**config.mk**
```make
export PLATFORM = sky130hd
export DESIGN_NAME = mem_stage
export DESIGN_NICKNAME = d
export VERILOG_FILES = /design/src/rtl/mem_stage.sv
export SDC_FILE = /design/constraint.sdc
export NUM_CORES = 1
export LEC_CHECK = 0
export BUFFER_PORTS_ARGS = -buffer_cell sky130_fd_sc_hd__buf_2
export CAP_MARGIN = 15
export CORE_AREA = 3 3 108 110
export CTS_BUF_LIST = sky130_fd_sc_hd__clkbuf_4 sky130_fd_sc_hd__clkbuf_8 sky130_fd_sc_hd__clkbuf_16
export CTS_CLUSTER_SIZE = 20
export DETAILED_ROUTE_END_ITERATION = 10
export DIE_AREA = 0 0 111 113
export HOLD_SLACK_MARGIN = 0.03
export PLACE_DENSITY_LB_ADDON = 0.25
export SYNTH_ARGS = -nofsm -noshare
export SYNTH_HDL_FRONTEND = slang
export SYNTH_SLANG_ARGS = --single-unit
```
**constraint.sdc**
```tcl
create_clock -name clk -period 5.5 [get_ports clk]
set_clock_uncertainty 0.15 [all_clocks]
set_input_delay 0.55 -clock clk [delete_from_list [all_inputs] [get_ports clk]]
set_output_delay 0.55 -clock clk [all_outputs]
set_load 0.01 [all_outputs]
```
**src/rtl/mem_stage.sv**
```systemverilog
`default_nettype none
// ============================================================================
// Module   : mem_stage
// Brief    : RV32I MEM stage. Byte-serial LB/LH/LW/LBU/LHU/SB/SH/SW over a
//            byte-wide RAM port with 1-cycle read latency. Define MEM_FWD_EN
//            to add the ID-stage forwarding outputs fwd_we/fwd_wd/fwd_wdata.
// Revision : 1.0 - initial release
// ============================================================================
module mem_stage #(
    parameter int ADDR_WIDTH = 32
) (
    input  logic                  clk,
    input  logic                  rst,
    input  logic [4:0]            mem_wd_i,
    input  logic                  mem_wreg_i,
    input  logic [31:0]           mem_wdata_i,
    input  logic [31:0]           mem_addr_i,
    input  logic [31:0]           mem_store_data_i,
    input  logic [31:0]           mem_inst_i,
    input  logic                  pipe_hold,
    input  logic [7:0]            mem_din,
    output logic [7:0]            mem_dout,
    output logic [ADDR_WIDTH-1:0] mem_a,
    output logic                  mem_wr,
    output logic                  stall_req,
    output logic [4:0]            wb_wd,
    output logic                  wb_wreg,
    output logic [31:0]           wb_wdata
`ifdef MEM_FWD_EN
    ,
    output logic                  fwd_we,
    output logic [4:0]            fwd_wd,
    output logic [31:0]           fwd_wdata
`endif
);

    localparam logic [6:0] c_op_load  = 7'b0000011;
    localparam logic [6:0] c_op_store = 7'b0100011;

    typedef enum logic [1:0] {
        S_IDLE  = 2'd0,
        S_LOAD  = 2'd1,
        S_STORE = 2'd2,
        S_DONE  = 2'd3
    } state_t;

    state_t      state_q, state_d;
    logic [1:0]  cnt_q, cnt_d;
    logic [31:0] buf_q, buf_d;
    logic [2:0]  f3_q, f3_d;
    logic        is_ld_q, is_ld_d;

    logic [6:0]  w_opcode;
    logic [2:0]  w_f3;
    logic        w_is_load;
    logic        w_is_store;
    logic [2:0]  w_n_new;
    logic [2:0]  w_n_q;
    logic [2:0]  w_cnt_ext;
    logic [1:0]  w_idx;
    logic [31:0] w_ld_ext;
    logic [31:0] w_sum;
    logic        w_acc;
    logic [1:0]  w_off;
    logic        w_wr;
    logic        w_stall;
    logic [7:0]  w_dout;
    logic        w_wreg;
    logic [4:0]  w_wd;
    logic [31:0] w_wdata;
    logic        w_unused;

    function automatic logic [2:0] f_nbytes(input logic [1:0] sz);
        case (sz)
            2'b00:   f_nbytes = 3'd1;
            2'b01:   f_nbytes = 3'd2;
            default: f_nbytes = 3'd4;
        endcase
    endfunction

    assign w_opcode   = mem_inst_i[6:0];
    assign w_f3       = mem_inst_i[14:12];
    assign w_unused   = ^{mem_inst_i[31:15], mem_inst_i[11:7]};
    // Valid loads: 000,001,010,100,101; valid stores: 000,001,010
    assign w_is_load  = (w_opcode == c_op_load) && (w_f3[1:0] != 2'b11)
                        && !(w_f3[2] && w_f3[1]);
    assign w_is_store = (w_opcode == c_op_store) && !w_f3[2] && (w_f3[1:0] != 2'b11);
    assign w_n_new    = f_nbytes(w_f3[1:0]);
    assign w_n_q      = f_nbytes(f3_q[1:0]);

    // The 2-bit counter wraps to 0 after issuing byte 3 of a word; treat 0 as 4
    assign w_cnt_ext  = {cnt_q == 2'd0, cnt_q};
    assign w_idx      = cnt_q - 2'd1;

    always_comb begin
        case (f3_q[1:0])
            2'b00:   w_ld_ext = {{24{buf_q[7]  & ~f3_q[2]}}, buf_q[7:0]};
            2'b01:   w_ld_ext = {{16{buf_q[15] & ~f3_q[2]}}, buf_q[15:0]};
            default: w_ld_ext = buf_q;
        endcase
    end

    always_comb begin
        state_d = state_q;
        cnt_d   = cnt_q;
        buf_d   = buf_q;
        f3_d    = f3_q;
        is_ld_d = is_ld_q;
        w_acc   = 1'b0;
        w_off   = 2'd0;
        w_wr    = 1'b0;
        w_stall = 1'b0;
        w_dout  = 8'h00;
        w_wreg  = 1'b0;
        w_wd    = 5'd0;
        w_wdata = 32'h0;
        case (state_q)
            S_IDLE: begin
                if (w_is_load) begin
                    w_acc   = 1'b1;
                    w_stall = 1'b1;
                    f3_d    = w_f3;
                    is_ld_d = 1'b1;
                    cnt_d   = 2'd1;
                    state_d = S_LOAD;
                end else if (w_is_store) begin
                    w_acc   = 1'b1;
                    w_wr    = 1'b1;
                    w_stall = 1'b1;
                    w_dout  = mem_store_data_i[7:0];
                    f3_d    = w_f3;
                    is_ld_d = 1'b0;
                    if (w_n_new == 3'd1) begin
                        state_d = S_DONE;
                    end else begin
                        cnt_d   = 2'd1;
                        state_d = S_STORE;
                    end
                end else begin
                    w_wreg  = mem_wreg_i;
                    w_wd    = mem_wd_i;
                    w_wdata = mem_wdata_i;
                end
            end
            S_LOAD: begin
                w_stall = 1'b1;
                buf_d[{w_idx, 3'b000} +: 8] = mem_din;
                if (w_cnt_ext < w_n_q) begin
                    w_acc = 1'b1;
                    w_off = cnt_q;
                    cnt_d = cnt_q + 2'd1;
                end else begin
                    state_d = S_DONE;
                end
            end
            S_STORE: begin
                w_acc   = 1'b1;
                w_off   = cnt_q;
                w_wr    = 1'b1;
                w_stall = 1'b1;
                w_dout  = mem_store_data_i[{cnt_q, 3'b000} +: 8];
                if ({1'b0, cnt_q} == (w_n_q - 3'd1)) begin
                    state_d = S_DONE;
                end else begin
                    cnt_d = cnt_q + 2'd1;
                end
            end
            S_DONE: begin
                w_wreg  = mem_wreg_i;
                w_wd    = mem_wd_i;
                w_wdata = is_ld_q ? w_ld_ext : mem_wdata_i;
                if (!pipe_hold) begin
                    cnt_d   = 2'd0;
                    state_d = S_IDLE;
                end
            end
            default: state_d = S_IDLE;
        endcase
    end

    always_ff @(posedge clk) begin
        if (rst) begin
            state_q <= S_IDLE;
            cnt_q   <= 2'd0;
            buf_q   <= 32'h0;
            f3_q    <= 3'd0;
            is_ld_q <= 1'b0;
        end else begin
            state_q <= state_d;
            cnt_q   <= cnt_d;
            buf_q   <= buf_d;
            f3_q    <= f3_d;
            is_ld_q <= is_ld_d;
        end
    end

    // Outputs are forced quiet while reset is held, even for pass-through
    assign w_sum     = mem_addr_i + {30'd0, w_off};
    assign mem_a     = (w_acc && !rst) ? w_sum[ADDR_WIDTH-1:0] : '0;
    assign mem_wr    = w_wr & ~rst;
    assign mem_dout  = rst ? 8'h00 : w_dout;
    assign stall_req = w_stall & ~rst;
    assign wb_wreg   = w_wreg & ~rst;
    assign wb_wd     = rst ? 5'd0 : w_wd;
    assign wb_wdata  = rst ? 32'h0 : w_wdata;

`ifdef MEM_FWD_EN
    assign fwd_we    = wb_wreg & ~stall_req;
    assign fwd_wd    = wb_wd;
    assign fwd_wdata = wb_wdata;
`endif

endmodule
`default_nettype wire
```
# Word level (Yosys, flattened, before mapping)
# Index checks and enable logic that the tools add are counted.
# Widths: inputs -> output; s select.
[classes] addsub=5 n_lt_le_gt_ge=1 n_eq_ne=17 shift=3 muxes=47 bitwise=7 reduce_logical=18
[op_table] cell="$mux 32" n=5
[op_table] cell="$pmux 32 s2" n=2
[op_table] cell="$add 32x2->32" n=1
[op_table] cell="$bwmux 32" n=1
[op_table] cell="$shift 8x7->32 const A" n=1
[op_table] cell="$shiftx 32x6->8" n=1
[op_table] cell="$shiftx 8x7->32" n=1
[op_table] cell="$mux 8" n=3
[op_table] cell="$mux 2" n=11
[op_table] cell="$pmux 2 s4" n=2
[op_table] cell="$pmux 8 s2" n=1
[op_table] cell="$mux 5" n=3
[op_table] cell="$ne 2x2->1 const B" n=6
[op_table] cell="$pmux 3 s2" n=2
[op_table] cell="$pmux 5 s2" n=1
[op_table] cell="$mux 1" n=9
[op_table] cell="$logic_not 2->1" n=4
[op_table] cell="$eq 7x2->1 const B" n=1
[op_table] cell="$eq 7x6->1 const B" n=1
[op_table] cell="$neg 5->7" n=1
[op_table] cell="$eq 2x1->1 const B" n=3
[op_table] cell="$logic_and 1x1->1" n=6
[op_table] cell="$mux 3" n=2
[op_table] cell="$ne 3x3->1 const B" n=2
[op_table] cell="18 further kinds" n=28
[word_totals] ff_bits=40 in_bits=145 output_inout_bits=80 elab_cells=103

# Logic depth before layout (Yosys ltp)
# Gate-level depths: netlist of the first run.
[logic_depth] depth_word=8 ltp_mapped=17 ltp_nobuf=14

# Worst setup path after synthesis of the first run
# Ideal clock, no wire load.
[synth_timing] kind="reg-to-output" from="reg cnt_q[0]" to="out mem_a[31]" t_arrival_ps=3541 required_ps=4800 setup_slack_ps=1259 path_stages_with_launch=16 path_buffers=2 cell_sequence="dfxtp_1 buf_2 buf_2 inv_1 ha_1 ha_1 nand3b_1 and3_1 o21a_1 and2_1 ha_1 a21oi_1 nor4_1 nand3_1 or4_1 a21oi_1"
[synth_between] elab_chain_cells=6 elab_cells_between_ends=9 cone_classes="add/sub: 1; order compare: 1; mux: 5; reduce/logical: 2"
[synth_rtl] element="start: declaration" line="48" text="logic [1:0] cnt_q, cnt_d;"
[synth_rtl] element="start signal: assignment" line="190" text="cnt_q <= cnt_d;"
[synth_rtl] element="$logic_not 2->1" line="92" text="assign w_cnt_ext = {cnt_q == 2'd0, cnt_q};"
[synth_rtl] element="$lt 3x3->1" line="148" text="if (w_cnt_ext < w_n_q) begin"
[synth_rtl] element="$mux 2 or $mux 1 (tied branches)" line="148"
[synth_rtl] element="$pmux 2 s2 or $pmux 1 s3 (tied branches)" line="117" text="case (state_q)"
[synth_rtl] element="$add 32x2->32 or $logic_and 1x1->1 (tied branches)" line="198, 199"
[synth_rtl] element="$mux 32 (*)" line="199" text="assign mem_a = (w_acc && !rst) ? w_sum[ADDR_WIDTH-1:0] : '0;"
[synth_rtl] element="end: declaration" line="23" text="output logic [ADDR_WIDTH-1:0] mem_a,"
# Every way passes the cells marked *; elsewhere a longest branch is shown, timed or not.

# Worst setup path in the final report of the first run
[layout_timing] from="reg cnt_q[0]" to="out mem_a[30]"
# The elaborated chain is that of the path after synthesis.

==> metrics.txt, run 1 <==
Hold WS 0.358 ns; setup ws final 1.01 ns; Die W 111 um; htree depth 2; P_leak 0.00221 uW; sequential cell area 801 sq um; Skew-Pair Late Insertion Delay 0.29 ns; Setup Buffers After CTS 0; f_max 222 MHz; CP startpoint kind register; Critical Path RT 4.80 ns; number of hold buffers added after cts 0; number of global-route vias before repair 4237; most common flop cell mapped by yosys dfxtp_1; Distinct cells, synth 59; row cnt 38; layout cell share with drive strength beyond 1 0.344; setup violators final 0; post-route insts no fill 841; Synth Register Bits 40; Syn Inst Count 517; GRT Overall Usage 0.202; initial DRC count 307; Sink Count 40; crit path DAT 3.79 ns; most common cell after layout, fill and taps aside buf_2; Place WS 1.31 ns; Hold Crit Class register to register; Pwr Density 267 nW/um^2; total of max-cap violations 0; worst-path fanout max 12; post-cts sizing count 0; wire per inst 15.7 um; final worst path period share 0.817; Initial Util 0.344; R2R cell count 8; placed cells 833; Worst-path clk slew 0.08 ns; most frequent cells in the layout buf_2, nor2_1, nand2_1, a21oi_1, dfxtp_1; Area contributors post-synth dfxtp_1, nor2_1, a22oi_1; RR Endpoint cnt_q[0]; initial antenna violation count 0; Area Overhead vs Synth 32.2%; asr flop ratio synth 0; Worst Setup SP cnt_q[0]; Die Ht 113 um; RSZ-0062 raised after global routing false; multi-input logic area 2720 sq um; R2R Setup Slk 2.82 ns; CP Class register to output pin; CTS tree yes; IR drop worst, VDD 145 uV; syn_nets 678; Detail Placement HPWL 10500 um; post-synthesis sequential area ratio 0.215; nets@finish 862; Max Transition Viols Final 0; drt total wl 13200 um; crit path capture type output pin; drt via density 5.32; TritonRoute pass-1 iters 5; grt ovf 0; # diodes 0; yosys warns 0; Yosys top cell area share 0.215; Worst-Margin Slew 0.966 ns; Vias 4476; clk root buf clkbuf_8; ANT nets after route 0; Max Buffers Root-to-Sink 2; largest net degree at the start of global routing 46; Max transition margin 0.349; status completed; area of the mapped netlist 3720 sq um; Final Hold Vio Count 0; Tmin final 4.49 ns; drc violations 0; die area 12500 sq um; core area 10800 sq um; # port buffers 202; Ports 225; R2R Path Start f3_q[0]; Setup Total Neg Slack 0 ns; total CTS buffers 5; Mapped Avg Cell Area 7.19 sq um; first-pass GRT wire length 21200 um; gpl congestion 0.944; fillers 1129; Critical Path End mem_a[30]; Yosys top cell by area dfxtp_1; number of synthesized flops with an enable pin 0
final cells by class:
class,instances,area share
tap,140,0.0357
timing repair buffer,206,0.216
clock buffer,5,0.0140
clock inverter,2,0.00255
inverter,19,0.0145
multi-input combinational,429,0.554
sequential,40,0.163
worst min path at each step:
stage                     startpoint        end  cells past startpoint
after floorplan            buf_q[12]  buf_q[12]                      2
after global placement     buf_q[12]  buf_q[12]                      2
after detailed placement   buf_q[12]  buf_q[12]                      2
after CTS                 mem_din[2]   buf_q[2]                      3
after global routing      mem_din[2]   buf_q[2]                      3
final                      buf_q[16]  buf_q[16]                      2
flip-flops by register name, summed over array words and instances, names as in the netlist:
name     flops
state_q      2
buf_q       32
cnt_q        2
f3_q         3
is_ld_q      1
worst max-delay path, cell delays in order, from the launching register on:
cell and delay (ns):
dfxtp_1 0.34, inv_1 0.13, ha_1 0.24, ha_1 0.31
a21oi_1 0.17, and3_1 0.30, o21a_1 0.15, and2_1 0.12
ha_1 0.18, fa_1 0.23, and4_1 0.22, nor2b_1 0.14
buf_4 0.20, nand4_1 0.12, or3_1 0.36, a21oi_1 0.15
buf_2 0.15
Yosys cell counts, drive strengths merged, types with 3 or more instances:
cell,count
xor2,22
nor3,9
a21oi,48
ha,15
dfxtp,40
nand4,12
xnor2,8
mux4,8
buf,15
a211oi,3
nand2,50
or2,3
clkbuf,14
a22oi,39
nor2b,13
nor2,95
nor4,4
o21ai,38
nand3,17
and2,11
and3,3
inv,18
mux2i,5
metal layers:
layer  share of wire  GRT usage  up-vias
met5               0          0        -
met4           0.013     0.0460        0
met3           0.073     0.0294       14
met2            0.48      0.341      192
met1            0.44      0.275     2070
li1                -          -     2200
where the power goes:
part | internal, uW | switching, uW | leakage (uW) | total [uW]
registers | 307 | 11.9 | 0.000323 | 319
clock network | 86.0 | 104 | 0.0000400 | 190
logic | 316 | 488 | 0.00185 | 804
logic make-up after synthesis:
kind of cell | Yosys count | share of synthesized area
and+or+nand+nor | 228 | 0.298
DFF | 40 | 0.215
AOI/OAI and AO/OA | 142 | 0.244
adders and majority gates | 16 | 0.0559
buffers and inverters | 48 | 0.0539
muxes | 13 | 0.0620
xor gates and xnor gates | 30 | 0.0707
stage by stage:
step                power (uW)  area, sq um   util
finish                    1310         4910  0.455
global route              1420         4910  0.455
CTS                       1310         4890  0.453
detailed placement        1120         4800  0.445
global placement          1100         4800  0.445
floorplan                  847         3720      -
(Power assumes the default switching activity.)
==> run 2: changes to the inputs <==
==> constraint.sdc (replaced) <==
create_clock -name clk -period 3.95 [get_ports clk]
set_clock_uncertainty 0.15 [all_clocks]
set_input_delay 0.395 -clock clk [delete_from_list [all_inputs] [get_ports clk]]
set_output_delay 0.395 -clock clk [all_outputs]
set_load 0.01 [all_outputs]
==> metrics.txt, run 2 (same netlist as run 1, synthesis figures left out) <==
drt via density 5.16; # port buffers 202; CP max-delay cell or4_4; CTS tree yes; Layout Utilization 0.478; die area 12500 sq um; total of max-cap violations 0; htree depth 2; f_max 257 MHz; total CTS buffers 5; largest registers buf_q x32, f3_q x3; clk root buf clkbuf_8; max reg flops 32; layout cell share with drive strength beyond 1 0.384; largest net degree at the start of global routing 46; crit path capture type output pin; Hold Path End buf_q[2]; row cnt 38; Skew-Pair Late Insertion Delay 0.29 ns; Hold Startpoint mem_din[2]; Worst-Margin Slew 0.873 ns; Place WS 0.209 ns; R2R Path Start f3_q[0]; setup ws final 0.0583 ns; ANT nets after route 0; drt total wl 12500 um; TritonRoute pass-1 iters 5; Max Buffers Root-to-Sink 2; crit path DAT 3.35 ns; Sink Count 40; post-route cell area 5160 sq um; number of global-route vias before repair 4232; final worst path period share 0.985; Vias 4405; RSZ-0062 raised after global routing true; Die W 111 um; initial DRC count 325; setup violators final 0; number of hold buffers added after cts 0; core area 10800 sq um; Biggest register buf_q; delay-heaviest family, CP simple AND/OR/NAND/NOR gates; Critical Path RT 3.40 ns; Final Hold Vio Count 0; Max Transition Viols Final 0; Initial Util 0.344; Max transition margin 0.414; most frequent cells in the layout buf_2, nor2_1, nand2_1, a21oi_1, a22oi_1; CP startpoint kind register; Die Ht 113 um; R2R Setup Slk 1.33 ns; status completed; first-pass GRT wire length 20000 um; nets@finish 875; Pwr Density 382 nW/um^2; initial antenna violation count 0; IR drop worst, VDD 281 uV; Critical Path Most Common Cell ha_4; Detail Placement HPWL 9790 um; Ports 225; wire per inst 14.7 um; P_leak 0.00230 uW; max incr delay on CP 0.53 ns; gpl congestion 0.780; CP Cell Sequence inv_4 -> ha_4 -> ha_4 -> nand3b_1 -> and3_4 -> o21a_1 -> and2_4 -> ha_4 -> a21oi_4 -> nor4_4 -> nand3_2 -> or4_4 -> a21oi_2 -> buf_2; Min-Delay Path Depth 3; Tmin final 3.89 ns; RR Endpoint cnt_q[0]; Area Overhead vs Synth 38.8%; grt ovf 0; Hold Crit Class input port to register; fillers 1100; drc violations 0; worst-path fanout max 3; worst path bufs/invs 2; Worst-path clk slew 0.08 ns; Post-DP Area 4860 sq um; GRT Overall Usage 0.187; CP Class register to output pin; sequential cell area 807 sq um; # diodes 0; R2R cell count 8; multi-input logic area 2830 sq um; most common cell after layout, fill and taps aside buf_2
-- run 2: worst max path at each step --
stage / depth (start not counted) / slack (ns) / endpoint / from
floorplan: 16 / 0.03 / mem_a[30] / cnt_q[0]
global placement: 15 / 0.24 / mem_a[30] / cnt_q[1]
detailed placement: 15 / 0.21 / mem_a[30] / cnt_q[1]
CTS: 15 / -0.07 / mem_a[30] / cnt_q[1]
global route: 14 / -0.04 / mem_a[31] / cnt_q[1]
finish: 14 / 0.06 / mem_a[31] / cnt_q[1]
-- run 2: final cells by class --
| class | instances | share of cell area |
|---|---|---|
| clock buffer | 5 | 0.0133 |
| inverter | 19 | 0.0143 |
| tap | 140 | 0.0340 |
| clock inverter | 2 | 0.0116 |
| multi-input combinational | 429 | 0.548 |
| sequential | 40 | 0.157 |
| timing repair buffer | 219 | 0.222 |
-- run 2: worst reg2reg max path, cell delays in order (launching register included) --
cell,delay (ns)
dfxtp_1,0.35
nor2_1,0.22
clkinv_1,0.31
ha_1,0.39
xnor2_1,0.20
nor4b_1,0.08
a211oi_1,0.39
nand2_1,0.15
o41ai_2,0.28
-- run 2: timing repair --
item,CTS,global route
endpoints found under the hold margin,0,0
buffers inserted,0,7
pin swaps,0,8
gates resized for setup,4,21
setup endpoints to repair,13,22
-- run 2: power breakdown --
group          switching [uW]  total [uW]  internal [uW]
sequential               17.3         445            428
combinational             671        1130            459
clock                     146         395            249
-- run 2: per-stage QoR --
stage	hold WS [ns]	std cells	setup TNS, ns	power [uW]
after floorplan	0.303	517	0	1190
after global placement	0.326	839	0	1530
after detailed placement	0.347	839	0	1560
after CTS	0.210	846	-0.138	1950
after global routing	0.239	854	-0.0415	2120
final	0.211	854	0	1970
-- run 2: layer usage --
layer | track usage | part of all wire | up-vias
li1 | - | - | 2217
met1 | 0.237 | 0.42 | 2039
met2 | 0.342 | 0.51 | 136
met3 | 0.0316 | 0.062 | 13
met4 | 0.0279 | 0.0091 | 0
met5 | 0 | 0 | -
==> run 3: changes to the inputs <==
--- a/config.mk
+++ b/config.mk
@@ -5,13 +5,13 @@
 export SDC_FILE = /design/constraint.sdc
 export NUM_CORES = 1
 export LEC_CHECK = 0
+export ABC_AREA = 1
 export BUFFER_PORTS_ARGS = -buffer_cell sky130_fd_sc_hd__buf_2
 export CAP_MARGIN = 15
-export CORE_AREA = 3 3 108 110
+export CORE_AREA = 3 3 116 118
 export CTS_BUF_LIST = sky130_fd_sc_hd__clkbuf_4 sky130_fd_sc_hd__clkbuf_8 sky130_fd_sc_hd__clkbuf_16
-export CTS_CLUSTER_SIZE = 20
 export DETAILED_ROUTE_END_ITERATION = 10
-export DIE_AREA = 0 0 111 113
+export DIE_AREA = 0 0 119 121
 export HOLD_SLACK_MARGIN = 0.03
 export PLACE_DENSITY_LB_ADDON = 0.25
 export SYNTH_ARGS = -nofsm -noshare
==> metrics.txt, run 3 <==
Initial Util 0.348; IR drop worst, VDD 243 uV; Hold WS 0.229 ns; TritonRoute pass-1 iters 6; initial DRC count 225; met3 usage 0.0284; die area 14400 sq um; Place WS 0.402 ns; met1 usage 0.257; RSZ-0062 raised after global routing true; core area 12600 sq um; Post-DP Area 5510 sq um; met2 Use GR 0.340; most common flop cell mapped by yosys dfxtp_1; CP Class register to output pin; gpl congestion 0.918; Max Buffers Root-to-Sink 2; Tmin final 3.70 ns; setup violators final 0; initial antenna violation count 0; f_max 270 MHz; Skew-Pair Late Insertion Delay 0.28 ns; total CTS buffers 5; most common cell after layout, fill and taps aside buf_2; Reg power frac 0.187; Distinct cells, synth 34; largest net degree at the start of global routing 34; Max Transition Viols Final 0; final total power 2470 uW; sw frac 0.478; CTS tree yes; Yosys top cell by area dfxtp_1; GRT Overall Usage 0.196; Most Used Layer, Global Route met2; Vias 5423; layout cell share with drive strength beyond 1 0.272; drc violations 0; asr flop ratio synth 0; max reg flops 32; number of global-route vias before repair 4980; drt total wl 14700 um; wire per inst 13.2 um; Biggest register buf_q; crit path DAT 3.16 ns; ANT nets after route 0; number of hold buffers added after cts 0; first-pass GRT wire length 23700 um; internal power 1290 uW; placed cells 1104; Area contributors post-synth dfxtp_1, nor2_1, nand2_1; area of the mapped netlist 4370 sq um; largest registers buf_q x32, f3_q x3; clk root buf clkbuf_16; grt ovf 0; Die W 119 um; P_leak 0.00265 uW; post-route cell area 5720 sq um; Detail Placement HPWL 11600 um; Max transition margin 0.598; # port buffers 202; yosys warns 0; syn_nets 916; Die Ht 121 um; most frequent cells in the layout buf_2, nor2_1, nand2_1, a21oi_1, o21ai_0; status completed; R2R cell count 15; Pwr Density 433 nW/um^2; Yosys top cell area share 0.183; post-route insts no fill 1113; setup ws final 0.247 ns; nets@finish 1100; htree depth 2; final worst path period share 0.937; Ports 225; clock share of power 0.189; worst-path fanout max 3; drt via density 4.87; Syn Inst Count 755; Synth Register Bits 40; Worst-Margin Slew 0.602 ns; Final Hold Vio Count 0; Critical Path RT 3.40 ns; synth cell count leaders nor2_1, nand2_1, a21oi_1; CP startpoint kind register; Mapped Avg Cell Area 5.79 sq um; total of max-cap violations 0; post-synthesis sequential area ratio 0.183; Worst-path clk slew 0.06 ns; crit path capture type output pin; Min-Delay Path Depth 3; Logic pwr share 0.625; Hold Crit Class input port to register; number of synthesized flops with an enable pin 0; reported net switching power 1180 uW; Area Overhead vs Synth 30.9%; row cnt 41; Sink Count 40; most common cell in the netlist nor2_1
==> run 3: cell count changes in the layout (fill, tap and decap cells not counted), moves of 39 or more <==
cell     before  now
nor2_1       94  149
a21oi_1      43   87
inv_1        15   63
nand2_1      49  140
o21ai_0      37   85
a22oi_1      39    0
==> run 3: path summary, 6_finish.rpt <==
check / from / endpoint / slack (ns)
worst max-delay path: cnt_q[0] / mem_a[20] / 0.25
worst min-delay path: mem_din[0] / buf_q[0] / 0.23
worst max register to register: f3_q[1] / state_q[1] / 1.92
worst min register to register: buf_q[20] / buf_q[20] / 0.31
==> run 3: repair_timing <==
action,in CTS,in global routing
endpoints found under the setup margin,0,18
gates resized for setup,0,9
buffers inserted,0,0
==> run 3: layout make-up <==
cell class	instances	area [sq um]
fill	1397	6850
multi-input combinational	611	3180
timing repair buffer	215	1110
sequential	40	801
inverter	66	248
tap	172	215
clock buffer	6	133
clock inverter	2	35.0
antenna	1	2.50
==> run 3: kinds of logic after synthesis <==
family | share of synthesized area
XOR/XNOR | 0.0541
adder cells (fa/ha/maj) | 0.0475
AND/OR/NAND/NOR | 0.373
AO/OA/AOI/OAI | 0.244
buffers and inverters | 0.0982
flip-flops | 0.183
==> run 3: stage by stage <==
| step | setup TNS [ns] | utilization |
|---|---|---|
| finish | 0 | 0.455 |
| global route | -0.0295 | 0.455 |
| CTS | 0 | 0.452 |
| detailed placement | 0 | 0.439 |
| global placement | 0 | 0.439 |
| floorplan | 0 | - |
==> run 3: worst max-delay path, stage by stage (launching register included) <==
cell	delay [ns]
dfxtp_1	0.32
inv_1	0.05
ha_1	0.21
ha_1	0.30
a21oi_1	0.18
nand3_1	0.13
nand2_1	0.12
inv_1	0.08
nor2_1	0.09
ha_1	0.19
fa_1	0.22
nand2_1	0.09
nor2_2	0.15
inv_1	0.07
nor3_1	0.33
xnor2_1	0.16
nor2_1	0.05
buf_2	0.14
==> run 3: power by group through the flow <==
| stage | clock (uW) | sequential [uW] | combinational [uW] |
|---|---|---|---|
| final | 467 | 462 | 1550 |
| after global routing | 485 | 466 | 1740 |
| after CTS | 471 | 462 | 1550 |
| after detailed placement | 0 | 471 | 1540 |
| after global placement | 0 | 470 | 1530 |
| after floorplan | 0 | 475 | 1040 |
==> run 3: per-layer routing <==
layer | wire (um) | part of all wire
met1 | 6690 | 0.45
met2 | 6810 | 0.46
met3 | 961 | 0.065
met4 | 252 | 0.017
met5 | 0 | 0
